[src/rtl/plic_gen.sv]
// plic_gen: platform-level interrupt controller with a Wishbone slave port.
// NSRC sources feed per-source gateways. The gateways feed a priority/threshold
// arbiter and a claim/complete protocol that tracks which sources are in flight.
// Optional build macro PLIC_EDGE_TRIG_EN adds a per-source edge_mode register at 0x3000.
module plic_gen #(
  parameter logic [31:0] BASE_ADDR = 32'h0C000000,
  parameter int unsigned NSRC      = 8,
  parameter int unsigned PRIO_W    = 3
) (
  input  logic             wb_clk_i,
  input  logic             wb_rst_i,
  input  logic [31:0]      wb_adr_i,
  input  logic [31:0]      wb_dat_i,
  output logic [31:0]      wb_dat_o,
  input  logic [3:0]       wb_sel_i,
  input  logic             wb_we_i,
  input  logic             wb_stb_i,
  input  logic             wb_cyc_i,
  output logic             wb_ack_o,
  input  logic [NSRC-1:0]  irq_src_i,
  input  logic [31:0]      csr_mie,
  input  logic [31:0]      csr_mstatus,
  output logic             Interrupt,
  output logic [30:0]      Exception_code
);

  localparam logic [31:0] OFF_PEND  = 32'h0000_1000;
  localparam logic [31:0] OFF_EN    = 32'h0000_2000;
  localparam logic [31:0] OFF_EMODE = 32'h0000_3000;
  localparam logic [31:0] OFF_THR   = 32'h0020_0000;
  localparam logic [31:0] OFF_CLAIM = 32'h0020_0004;

  logic              ack_q, ack_d;
  logic [31:0]       dat_q, dat_d;
  logic              irq_q, irq_d;
  logic [30:0]       code_q, code_d;
  logic [NSRC:1]     pend_q, pend_d;
  logic [NSRC:1]     infl_q, infl_d;
  logic [NSRC:1]     en_q, en_d;
  logic [PRIO_W-1:0] thr_q, thr_d;
  logic [PRIO_W-1:0] prio_q [1:NSRC];
  logic [PRIO_W-1:0] prio_d [1:NSRC];
`ifdef PLIC_EDGE_TRIG_EN
  logic [NSRC:1]     emode_q, emode_d;
  logic [NSRC:1]     prev_q, prev_d;
  logic [NSRC:1]     held_q, held_d;
`endif

  logic [31:0]       off;
  logic              req, wr, rd;
  logic [4:0]        winner;
  logic [PRIO_W-1:0] best;
  logic [31:0]       rdata;
  logic              unused_ok;

  assign unused_ok = ^{wb_sel_i, wb_dat_i, csr_mie, csr_mstatus};
  assign off = wb_adr_i - BASE_ADDR;
  assign req = wb_cyc_i & wb_stb_i & ~ack_q;
  assign wr  = req & wb_we_i;
  assign rd  = req & ~wb_we_i;

  // Arbiter: highest enabled pending priority above threshold; strict > keeps lowest id on ties.
  always_comb begin
    winner = '0;
    best   = thr_q;
    for (int unsigned i = 1; i <= NSRC; i++) begin
      if (pend_q[i] && en_q[i] && (prio_q[i] > best)) begin
        winner = 5'(i);
        best   = prio_q[i];
      end
    end
  end

  // Read-data mux for the register window.
  always_comb begin
    rdata = '0;
    for (int unsigned i = 1; i <= NSRC; i++) begin
      if (off == 32'(4 * i)) rdata = 32'(prio_q[i]);
    end
    if (off == OFF_PEND)  rdata = 32'({pend_q, 1'b0});
    if (off == OFF_EN)    rdata = 32'({en_q, 1'b0});
`ifdef PLIC_EDGE_TRIG_EN
    if (off == OFF_EMODE) rdata = 32'({emode_q, 1'b0});
`endif
    if (off == OFF_THR)   rdata = 32'(thr_q);
    if (off == OFF_CLAIM) rdata = 32'(winner);
  end

  // Next-state: bus side effects, gateways, claim/complete and interrupt output.
  always_comb begin
    ack_d  = req;
    dat_d  = dat_q;
    pend_d = pend_q;
    infl_d = infl_q;
    en_d   = en_q;
    thr_d  = thr_q;
    prio_d = prio_q;
`ifdef PLIC_EDGE_TRIG_EN
    emode_d = emode_q;
    prev_d  = irq_src_i;
    held_d  = held_q;
`endif

    if (rd) dat_d = rdata;

    if (wr) begin
      for (int unsigned i = 1; i <= NSRC; i++) begin
        if (off == 32'(4 * i)) prio_d[i] = wb_dat_i[PRIO_W-1:0];
      end
      if (off == OFF_EN)    en_d    = wb_dat_i[NSRC:1];
`ifdef PLIC_EDGE_TRIG_EN
      if (off == OFF_EMODE) emode_d = wb_dat_i[NSRC:1];
`endif
      if (off == OFF_THR)   thr_d   = wb_dat_i[PRIO_W-1:0];
    end

    // Complete is evaluated before the gateways so that an edge arriving in the
    // same cycle as a held re-pend is recorded as a fresh held edge, not dropped.
    if (wr && (off == OFF_CLAIM)) begin
      for (int unsigned i = 1; i <= NSRC; i++) begin
        if ((wb_dat_i[4:0] == 5'(i)) && infl_q[i]) begin
          infl_d[i] = 1'b0;
`ifdef PLIC_EDGE_TRIG_EN
          if (held_q[i]) begin
            pend_d[i] = 1'b1;
            held_d[i] = 1'b0;
          end
`endif
        end
      end
    end

    for (int unsigned i = 1; i <= NSRC; i++) begin
`ifdef PLIC_EDGE_TRIG_EN
      if (emode_q[i]) begin
        if (irq_src_i[i-1] && !prev_q[i]) begin
          if (!pend_q[i] && !infl_q[i]) pend_d[i] = 1'b1;
          else                          held_d[i] = 1'b1;
        end
      end else
`endif
      if (irq_src_i[i-1] && !pend_q[i] && !infl_q[i]) pend_d[i] = 1'b1;
    end

    if (rd && (off == OFF_CLAIM) && (winner != '0)) begin
      for (int unsigned i = 1; i <= NSRC; i++) begin
        if (winner == 5'(i)) begin
          pend_d[i] = 1'b0;
          infl_d[i] = 1'b1;
        end
      end
    end

    irq_d  = (winner != '0) & csr_mstatus[3] & csr_mie[11];
    code_d = irq_d ? 31'd11 : '0;
  end

  // State registers with synchronous reset.
  always_ff @(posedge wb_clk_i) begin
    if (wb_rst_i) begin
      ack_q   <= 1'b0;
      dat_q   <= '0;
      irq_q   <= 1'b0;
      code_q  <= '0;
      pend_q  <= '0;
      infl_q  <= '0;
      en_q    <= '0;
      thr_q   <= '0;
      prio_q  <= '{default: '0};
`ifdef PLIC_EDGE_TRIG_EN
      emode_q <= '0;
      prev_q  <= '0;
      held_q  <= '0;
`endif
    end else begin
      ack_q   <= ack_d;
      dat_q   <= dat_d;
      irq_q   <= irq_d;
      code_q  <= code_d;
      pend_q  <= pend_d;
      infl_q  <= infl_d;
      en_q    <= en_d;
      thr_q   <= thr_d;
      prio_q  <= prio_d;
`ifdef PLIC_EDGE_TRIG_EN
      emode_q <= emode_d;
      prev_q  <= prev_d;
      held_q  <= held_d;
`endif
    end
  end

  assign wb_ack_o       = ack_q;
  assign wb_dat_o       = dat_q;
  assign Interrupt      = irq_q;
  assign Exception_code = code_q;

endmodule
[config.mk]
export PLATFORM = sky130hd
export DESIGN_NAME = plic_gen
export DESIGN_NICKNAME = d
export VERILOG_FILES = /design/src/rtl/plic_gen.sv
export SDC_FILE = /design/constraint.sdc
export NUM_CORES = 1
export LEC_CHECK = 0
export BUFFER_PORTS_ARGS = -buffer_cell sky130_fd_sc_hd__buf_4
export CORE_MARGIN = 2
export CORE_UTILIZATION = 37
export DETAILED_ROUTE_END_ITERATION = 10
export GPL_TIMING_DRIVEN = 0
export PLACE_DENSITY = 0.66
export SYNTH_ARGS = -nofsm -noshare
export SYNTH_HDL_FRONTEND = slang
export SYNTH_SLANG_ARGS = --single-unit
[constraint.sdc]
create_clock -name wb_clk_i -period 16.4 [get_ports wb_clk_i]
set_clock_uncertainty 0.05 [all_clocks]
set_input_delay 1.64 -clock wb_clk_i [delete_from_list [all_inputs] [get_ports wb_clk_i]]
set_output_delay 1.64 -clock wb_clk_i [all_outputs]
set_load 0.02 [all_outputs]
After elaboration in Yosys (flattened, before gate mapping). Cells that the tools add are included. W data, S select, Z words.

Register bits after elaboration: 116. Latch bits: 0. Memory bits (writable): 0. Memory bits (read-only): 0. Bits of input ports: 145. Output and inout port bits: 65. Word-level logic and storage cells: 194. Memories: 0.

Add/subtract/negate cells: 1. Multipliers: 0. Div/mod/pow operators: 0. Order comparisons: 8. Equal/unequal tests: 28. Shifts and indexed selects: 0. Muxes and demuxes: 63. Bitwise logic cells: 8. Reductions and logical operators: 70.

Operator list (count): $mux W32 (11); $eq A32 B5 Y1 const B (4); $eq A32 B22 Y1 const B (2); $eq A32 B4 Y1 const B (2); $logic_and A1 B1 Y1 (43); $eq A5 B3 Y1 const B (8); $mux W5 (7); $mux W1 (33); $eq A32 B13 Y1 const B (1); $eq A32 B14 Y1 const B (1); $eq A32 B3 Y1 const B (1); $eq A32 B6 Y1 const B (1); $sub A32 B28 Y32 const B (1); $gt A3 B3 Y1 (8); $mux W3 (8); $mux W8 (3); $eq A5 B2 Y1 const B (4); $reduce_and A2 Y1 (10); $logic_not A1 Y1 (16); $eq A5 B1 Y1 const B (2); $eq A5 B4 Y1 const B (2); $and A1 B1 Y1 (6); $reduce_bool A5 Y1 (1); $mux W4 (1); $not A1 Y1 (2).

Logic depth before layout (Yosys ltp). Gate-level depths: netlist of run 1.

Depth after elaboration: 28. Depth in mapped cells: 57. Mapped depth without buffers: 55.

Worst setup path after synthesis of run 1. OpenSTA, ideal clock, no wires.

Path type: reg2reg. Start: reg thr_q[1]. End: reg pend_q[3] (netlist bit). Library setup time: 120 ps. Data arrival time: 10746 ps. Data required time: 16230 ps. Setup slack: 5484 ps. Cell stages (with the launch flop): 54. Path buffers: 2. Period minus slack after synthesis: 10916 ps. Cell sequence: dfxtp_1 inv_1 ha_1 nor2b_4 o311a_4 nand2_1 o21ai_0 ha_1 nor2_1 maj3_1 o2111ai_1 mux2_2 ha_1 nor2_1 o221a_2 o31ai_1 nor3_1 a21o_1 [18 not listed] a21boi_1 mux2_2 ha_1 nor2b_1 o21ai_0 nand2b_1 and4_1 clkbuf_1 a21oi_1 o21ai_0 o221ai_1 ha_1 nor2b_1 o21a_1 o2111ai_1 nand4_1 or2_2 o31a_1.

Word-level cells in the longest chain between the ends: 27. Elaborated cells on any way between the ends: 36. Classes of those cells: 8 x order compare; 1 x eq/ne; 17 x mux; 10 x reduce/logical.

RTL lines: start, declared (line 40) `logic [PRIO_W-1:0] thr_q, thr_d;`; start signal, assigned (line 183) `thr_q <= thr_d;`; $gt A3 B3 Y1 (line 67) `if (pend_q[i] && en_q[i] && (prio_q[i] > best)) begin`; $logic_and A1 B1 Y1 (line 67); $mux W3 (line 67); $gt A3 B3 Y1 (line 67); $logic_and A1 B1 Y1 (line 67); $mux W3 (line 67); $gt A3 B3 Y1 (line 67); $logic_and A1 B1 Y1 (line 67); [11 not listed]; $logic_and A1 B1 Y1 (line 67); $mux W3 (line 67); $gt A3 B3 Y1 (line 67); $logic_and A1 B1 Y1 (line 67); $mux W5 * (line 67); $eq A5 B2 Y1 or $reduce_bool A5 Y1 (tied branches) (line 147, 145); $mux W1 or $logic_and A1 B1 Y1 (tied branches) (line 147, 145); $mux W8 * (line 145) `if (rd && (off == OFF_CLAIM) && (winner != '0)) begin`; end signal, assigned (line 180) `pend_q <= pend_d;`; end, declared (line 37) `logic [NSRC:1] pend_q, pend_d;`.

Every way passes the cells marked *; elsewhere a longest branch is shown, timed or not. A chain may end at the register's enable or synchronous reset.

Worst setup path after layout of run 1.
Start: reg thr_q[1]. End: reg pend_q[2] (netlist bit).

Same word-level chain as after synthesis.

==> flow_summary.json, run 1 <==
{
  "status": "finished, final reports clean",
  "worst_slew_pin_slew_ps": 797.1,
  "cts.sinks": 62,
  "met3WireLength_microns": 1136,
  "vdd_drop_max_mv": 0.06474,
  "core_area_sq_um": 11960,
  "ys_types": 68,
  "n_fill_cell": 1169,
  "routed_wirelength_microns": 14780,
  "dr.pass1.iters": 7,
  "top_layer": "met4",
  "cpPeakStageDelay_ps": 620,
  "routabilityCongestion": 0.9173,
  "met2_length_microns": 7115,
  "die_width_microns": 114.5,
  "drv_cap": 0,
  "grt_pass1_wl_microns": 22600,
  "post_cts_resize_count": 0,
  "synth-async-reset-ratio_pct": 0,
  "ys.flop_type": "dfxtp_1",
  "netlist_instances": 593,
  "wl_per_cell_microns": 16.95,
  "gr-total-overflow": 0,
  "initial_core_util_pct": 37.77,
  "finalCriticalPeriod_ps": 13440,
  "diodes": 0,
  "dp.cells": 856,
  "setup_violations": 0,
  "cts_root_buf": "clkbuf_16",
  "cellPowerDensity_nw_per_um2": 72.05,
  "vias": 4719,
  "tns_ps": 0,
  "regArea_sq_um": 1241,
  "synth_edf_count": 0,
  "htree_levels": 3,
  "via_per_inst": 5.412,
  "syn_area_sq_um": 4518,
  "cp-end-kind": "register",
  "p_leak_nw": 2.340,
  "nets": 879,
  "clkSlewWorstSetupHoldPaths_ps": 50,
  "cts_tree": "yes",
  "crit_buf_inv": 3,
  "setup.worst_path.start_class": "register",
  "cp_slowest_cell": "o2111ai_1",
  "finalMaxSlewViolations": 0,
  "ys_seq_area_share_pct": 27.47,
  "track_usage_pct": 22.54,
  "drive_above_1_share_pct": 22.62,
  "cp.arrival_ps": 13580,
  "grt_max_degree": 12,
  "dieArea_sq_um": 13110,
  "port_buffers": 66,
  "hold_class": "reg -> reg",
  "ys_warn_count": 0,
  "synth.avg_cell_area_sq_um": 7.619,
  "cp_top_family": "compound AO/OA/AOI/OAI gates",
  "clock_latency_ps": 340,
  "finalHoldViolCount": 0,
  "multi_input_area_sq_um": 2850,
  "drtIter0Drc": 394,
  "wl_met1_microns": 6095,
  "relSlewSlack_pct": 46.37,
  "post_cts_buffers": 0,
  "drc": 0,
  "fmax_ghz": 0.07440,
  "hpwl_microns": 11850,
  "final_antenna_net_count": 0,
  "antenna_found_initial": 0,
  "critPathKind": "reg -> reg",
  "die_h_microns": 114.5,
  "cts_hold_buf": 0,
  "rows": 40,
  "syn2layout_area_growth_pct": 26.36,
  "stdcell_count": 872,
  "rsz0062_at_grt": "no",
  "worstPathMaxFanout": 7,
  "ys_seq_elements": 62,
  "grt_pass1_vias": 4301,
  "ioPinCount": 210,
  "cts_buffers": 9,
  "cts.path.max_buffers": 2,
  "timing.final.crit_share_pct": 81.96,
  "required_ps": 16540
}
## cells in the mapped netlist (2+ instances only)
master      n  area [sq um]
a211oi_1    4         30.03
a211oi_2    2         25.02
a21o_1      5         37.54
a21oi_1    52         260.3
a221o_1     2         20.02
a22oi_1    13         97.59
a31oi_1     5         31.28
and2_1      4         25.02
and2_2      2         15.01
and3_1      9         56.30
and3_2      2         15.01
and4_1      2         17.52
buf_4      54         405.4
buf_6       2         22.52
clkbuf_1   20         75.07
clkbuf_2    2         10.01
dfxtp_1    62          1241
ha_1       14         175.2
inv_1      26         97.59
mux2_2      2         22.52
mux2i_1    21         210.2
nand2_1    48         180.2
nand2b_1    4         25.02
nand3_1    40         200.2
nand3b_1    3         22.52
nand4_1     9         56.30
nor2_1     66         247.7
nor2b_1     7         43.79
nor3_1     15         75.07
nor3b_1     7         52.55
nor4_1      9         56.30
o2111ai_1   2         17.52
o211ai_1    5         37.54
o21a_1      2         15.01
o21ai_0    25         125.1
o221ai_1    4         35.03
o31a_1      2         17.52
o31ai_1     5         37.54
o41ai_1     2         17.52
or3_1       4         25.02
or4b_2      2         20.02
## through the flow
stage	hold WS [ps]	util, %	setup WS (ps)	power [mW]	cell area, sq um
6_report	425.8	47.73	2959	0.4114	5709
5_1_grt	448.1	47.73	2019	0.4254	5709
4_1_cts	425.1	47.73	3123	0.4111	5709
3_5_place_dp	418.8	45.02	3180	0.2056	5385
3_3_place_gp	409.4	45.02	3373	0.2052	5385
2_1_floorplan	395.1	-	5484	0.1875	4706
## cell type report
cell class	count	area share, %
clock buffer	11	4.252
sequential	62	21.74
inverter	26	1.709
tap	147	3.222
buffer	79	9.051
timing repair buffer	66	8.678
multi-input combinational	476	49.92
clock inverter	5	1.425
## cells in the final DEF (no fill, tap or decap), types with 13 or more instances in the layout
cell type	count
ha_1	14
a22oi_1	13
o21ai_0	25
dfxtp_1	62
clkbuf_1	21
nand2_1	48
inv_1	26
mux2i_1	21
buf_4	120
a21oi_1	52
nand3_1	40
nor3_1	15
nor2_1	66
conb_1	51
## state kept, by name, indices dropped and copies added, names as in the netlist
| signal | cells |
|---|---|
| infl_q | 8 |
| thr_q | 3 |
| wb_ack_o | 1 |
| wb_dat_o | 9 |
| pend_q | 8 |
| prio_q | 24 |
| en_q | 8 |
| Exception_code | 1 |
## power breakdown
part,switching [mW],total (mW),internal [mW]
Sequential,0.00303,0.156,0.153
Combinational,0.0270,0.0477,0.0206
Clock,0.0707,0.208,0.137
Total,0.101,0.411,0.311
## kinds of logic (layout without fill, tap and decap cells)
group           after synthesis  after routing  synth area share, %
fa+ha+maj                    15             15                4.099
buf+inv                     105            187                13.60
mux                          23             23                5.151
compound gates              150            150                23.60
simple gates                237            237                26.00
other cells                   1             51              0.08300
flops                        62             62                27.47
## final timing paths
kind	cells after the start	slack [ps]	to	from
worst max register to register	55	2960	pend_q[2]$_SDFF_PP0_	thr_q[1]$_SDFFE_PP0P_
worst min register to register	2	430	prio_q[0]$_SDFFE_PP0P_	prio_q[0]$_SDFFE_PP0P_
worst max-delay path	55	2960	pend_q[2]$_SDFF_PP0_	thr_q[1]$_SDFFE_PP0P_
worst min-delay path	2	430	prio_q[0]$_SDFFE_PP0P_	prio_q[0]$_SDFFE_PP0P_
## worst min-delay path: stages, from the launching register on
cell and delay [ps]:
dfxtp_1 320, nand2_1 60, a21oi_1 50
## per-layer routing
metal	global-route usage, %	up-vias
met5	0	-
li1	-	2305
met1	27.94	2186
met3	4.711	33
met4	8.862	0
met2	38.19	195
(Power assumes the default switching activity.)
==> run 2, diff against run 1 <==
Clock period 16.4 ns to 12.4 ns, I/O delays scaled along.
==> run 2 against run 1 <==
Compared with the run above: first-iteration DRC count rose by 10%; cell area rose by 2.6%; global-route usage barely moved; sequential share of layout area fell by 0.54 points; non-clock buffer count rose by 3; die area did not move.
==> flow_summary.json, run 2 (same netlist as run 1, synthesis figures left out) <==
{
  "hold_end": "prio_q[0]$_SDFFE_PP0P_",
  "setup_violations": 0,
  "crit_buf_inv": 2,
  "worst_slew_pin_slew_ps": 784.0,
  "clock_latency_ps": 340,
  "routed_wirelength_microns": 14930,
  "drc": 0,
  "cpPeakStageDelay_ps": 430,
  "dr.pass1.iters": 5,
  "r2r_slack_ps": 590,
  "critPathKind": "reg -> reg",
  "cts_tree": "yes",
  "regArea_sq_um": 1242,
  "whs_path_depth": 2,
  "final_cell_mix": "buf_4 (124), nor2_1 (63), dfxtp_1 (61), a21oi_1 (52), conb_1 (51)",
  "cellPowerDensity_nw_per_um2": 93.02,
  "cp-end-kind": "register",
  "vdd_drop_max_mv": 0.08533,
  "multi_input_area_sq_um": 2973,
  "timing.final.crit_share_pct": 95.22,
  "via_per_inst": 5.442,
  "stdcell_count": 875,
  "track_usage_pct": 22.57,
  "drv_cap": 0,
  "core_area_sq_um": 11960,
  "required_ps": 12550,
  "grt_pass1_wl_microns": 22600,
  "relSlewSlack_pct": 47.25,
  "ioPinCount": 210,
  "final_antenna_net_count": 0,
  "cts_root_buf": "clkbuf_16",
  "final_core_util_pct": 48.99,
  "r2r_start": "thr_q[1]$_SDFFE_PP0P_",
  "cts_buffers": 9,
  "cts.sinks": 62,
  "dieArea_sq_um": 13110,
  "finalInstanceArea_sq_um": 5859,
  "status": "finished, final reports clean",
  "worstPathMaxFanout": 7,
  "wl_per_cell_microns": 17.06,
  "regMostFlops": "prio_q",
  "drive_above_1_share_pct": 25.69,
  "initial_core_util_pct": 37.77,
  "dp.cells": 856,
  "setup_slack_ps": 592.2,
  "cp_slowest_cell": "mux2_2",
  "hpwl_microns": 11850,
  "fmax_ghz": 0.08469,
  "p_leak_nw": 2.381,
  "n_fill_cell": 1160,
  "crit_cells": 53,
  "placed_area_sq_um": 5385,
  "rows": 40,
  "gr-total-overflow": 0,
  "cts.path.max_buffers": 2,
  "tns_ps": 0,
  "finalMaxSlewViolations": 0,
  "port_buffers": 66,
  "post-place-ws_ps": -820.1,
  "routabilityCongestion": 0.9173,
  "clkSlewWorstSetupHoldPaths_ps": 50,
  "finalHoldViolCount": 0,
  "vias": 4762,
  "htree_levels": 3,
  "antenna_found_initial": 0,
  "syn2layout_area_growth_pct": 29.69,
  "grt_max_degree": 12,
  "die_h_microns": 114.5,
  "largest_register_ffs": 24,
  "finalCriticalPeriod_ps": 11810,
  "hold_class": "reg -> reg",
  "cts_hold_buf": 0,
  "r2r_end": "pend_q[1]$_SDFF_PP0_",
  "min-delay-start": "prio_q[0]$_SDFFE_PP0P_",
  "diodes": 0,
  "die_width_microns": 114.5,
  "drtIter0Drc": 434,
  "mostFrequentLayoutCell": "buf_4",
  "setup.worst_path.start_class": "register",
  "cp_common_cell": "ha_1",
  "reg2regPathDepth": 53,
  "nets": 882,
  "grt_pass1_vias": 4301,
  "cp.arrival_ps": 11960,
  "cp_top_family": "compound AO/OA/AOI/OAI gates"
}
## run 2: worst max path at each step
| stage | from | endpoint | slack [ps] |
|---|---|---|---|
| 5_1_grt | thr_q[2]$_SDFFE_PP0P_ | pend_q[2]$_SDFF_PP0_ | -20 |
| 6_report | thr_q[1]$_SDFFE_PP0P_ | pend_q[1]$_SDFF_PP0_ | 590 |
| 2_1_floorplan | thr_q[1]$_SDFFE_PP0P_ | pend_q[3]$_SDFF_PP0_ | 1480 |
| 3_5_place_dp | thr_q[2]$_SDFFE_PP0P_ | pend_q[2]$_SDFF_PP0_ | -820 |
| 4_1_cts | thr_q[2]$_SDFFE_PP0P_ | pend_q[2]$_SDFF_PP0_ | 70 |
| 3_3_place_gp | thr_q[1]$_SDFFE_PP0P_ | infl_q[3]$_SDFF_PP0_ | -630 |
## run 2: metal layers
| layer | global-route usage, % | up-vias | wire, microns | part of all wire (%) |
|---|---|---|---|---|
| met5 | 0 | - | 0 | 0 |
| met3 | 4.711 | 40 | 1077 | 7.2 |
| met2 | 38.26 | 211 | 7156 | 48 |
| li1 | - | 2318 | - | - |
| met4 | 8.862 | 0 | 493 | 3.3 |
| met1 | 27.94 | 2193 | 6199 | 42 |
## run 2: timing repair
item	CTS	global route
hold endpoints to repair	0	0
buffers inserted	2	2
pin swaps	1	6
endpoints found under the setup margin	21	20
gates resized for setup	6	19
## run 2: report_power, final
group          internal, mW  switching [mW]  total (mW)
Clock                 0.182          0.0943       0.276
Combinational        0.0273          0.0358      0.0631
Sequential            0.202         0.00413       0.206
## run 2: layout make-up
type                    instances  area share (%)
flip-flops and latches         62           21.20
clock inverters                 5           1.388
plain buffers                  78           8.755
well taps                     147           3.139
inverters                      26           1.666
multi-input cells             476           50.74
clock buffers                  11           4.143
repair buffers                 70           8.969
## run 2: stage by stage
stage | power, mW | hold WS [ps]
5_1_grt | 0.5628 | 448.1
3_5_place_dp | 0.2719 | 418.8
2_1_floorplan | 0.2480 | 395.1
6_report | 0.5450 | 428.4
4_1_cts | 0.5438 | 425.1
3_3_place_gp | 0.2714 | 409.4
## run 2: tightest hold or removal path, stage by stage, from the launching register on
cell     delay [ps]
dfxtp_1         320
nand2_1          60
a21oi_1          50
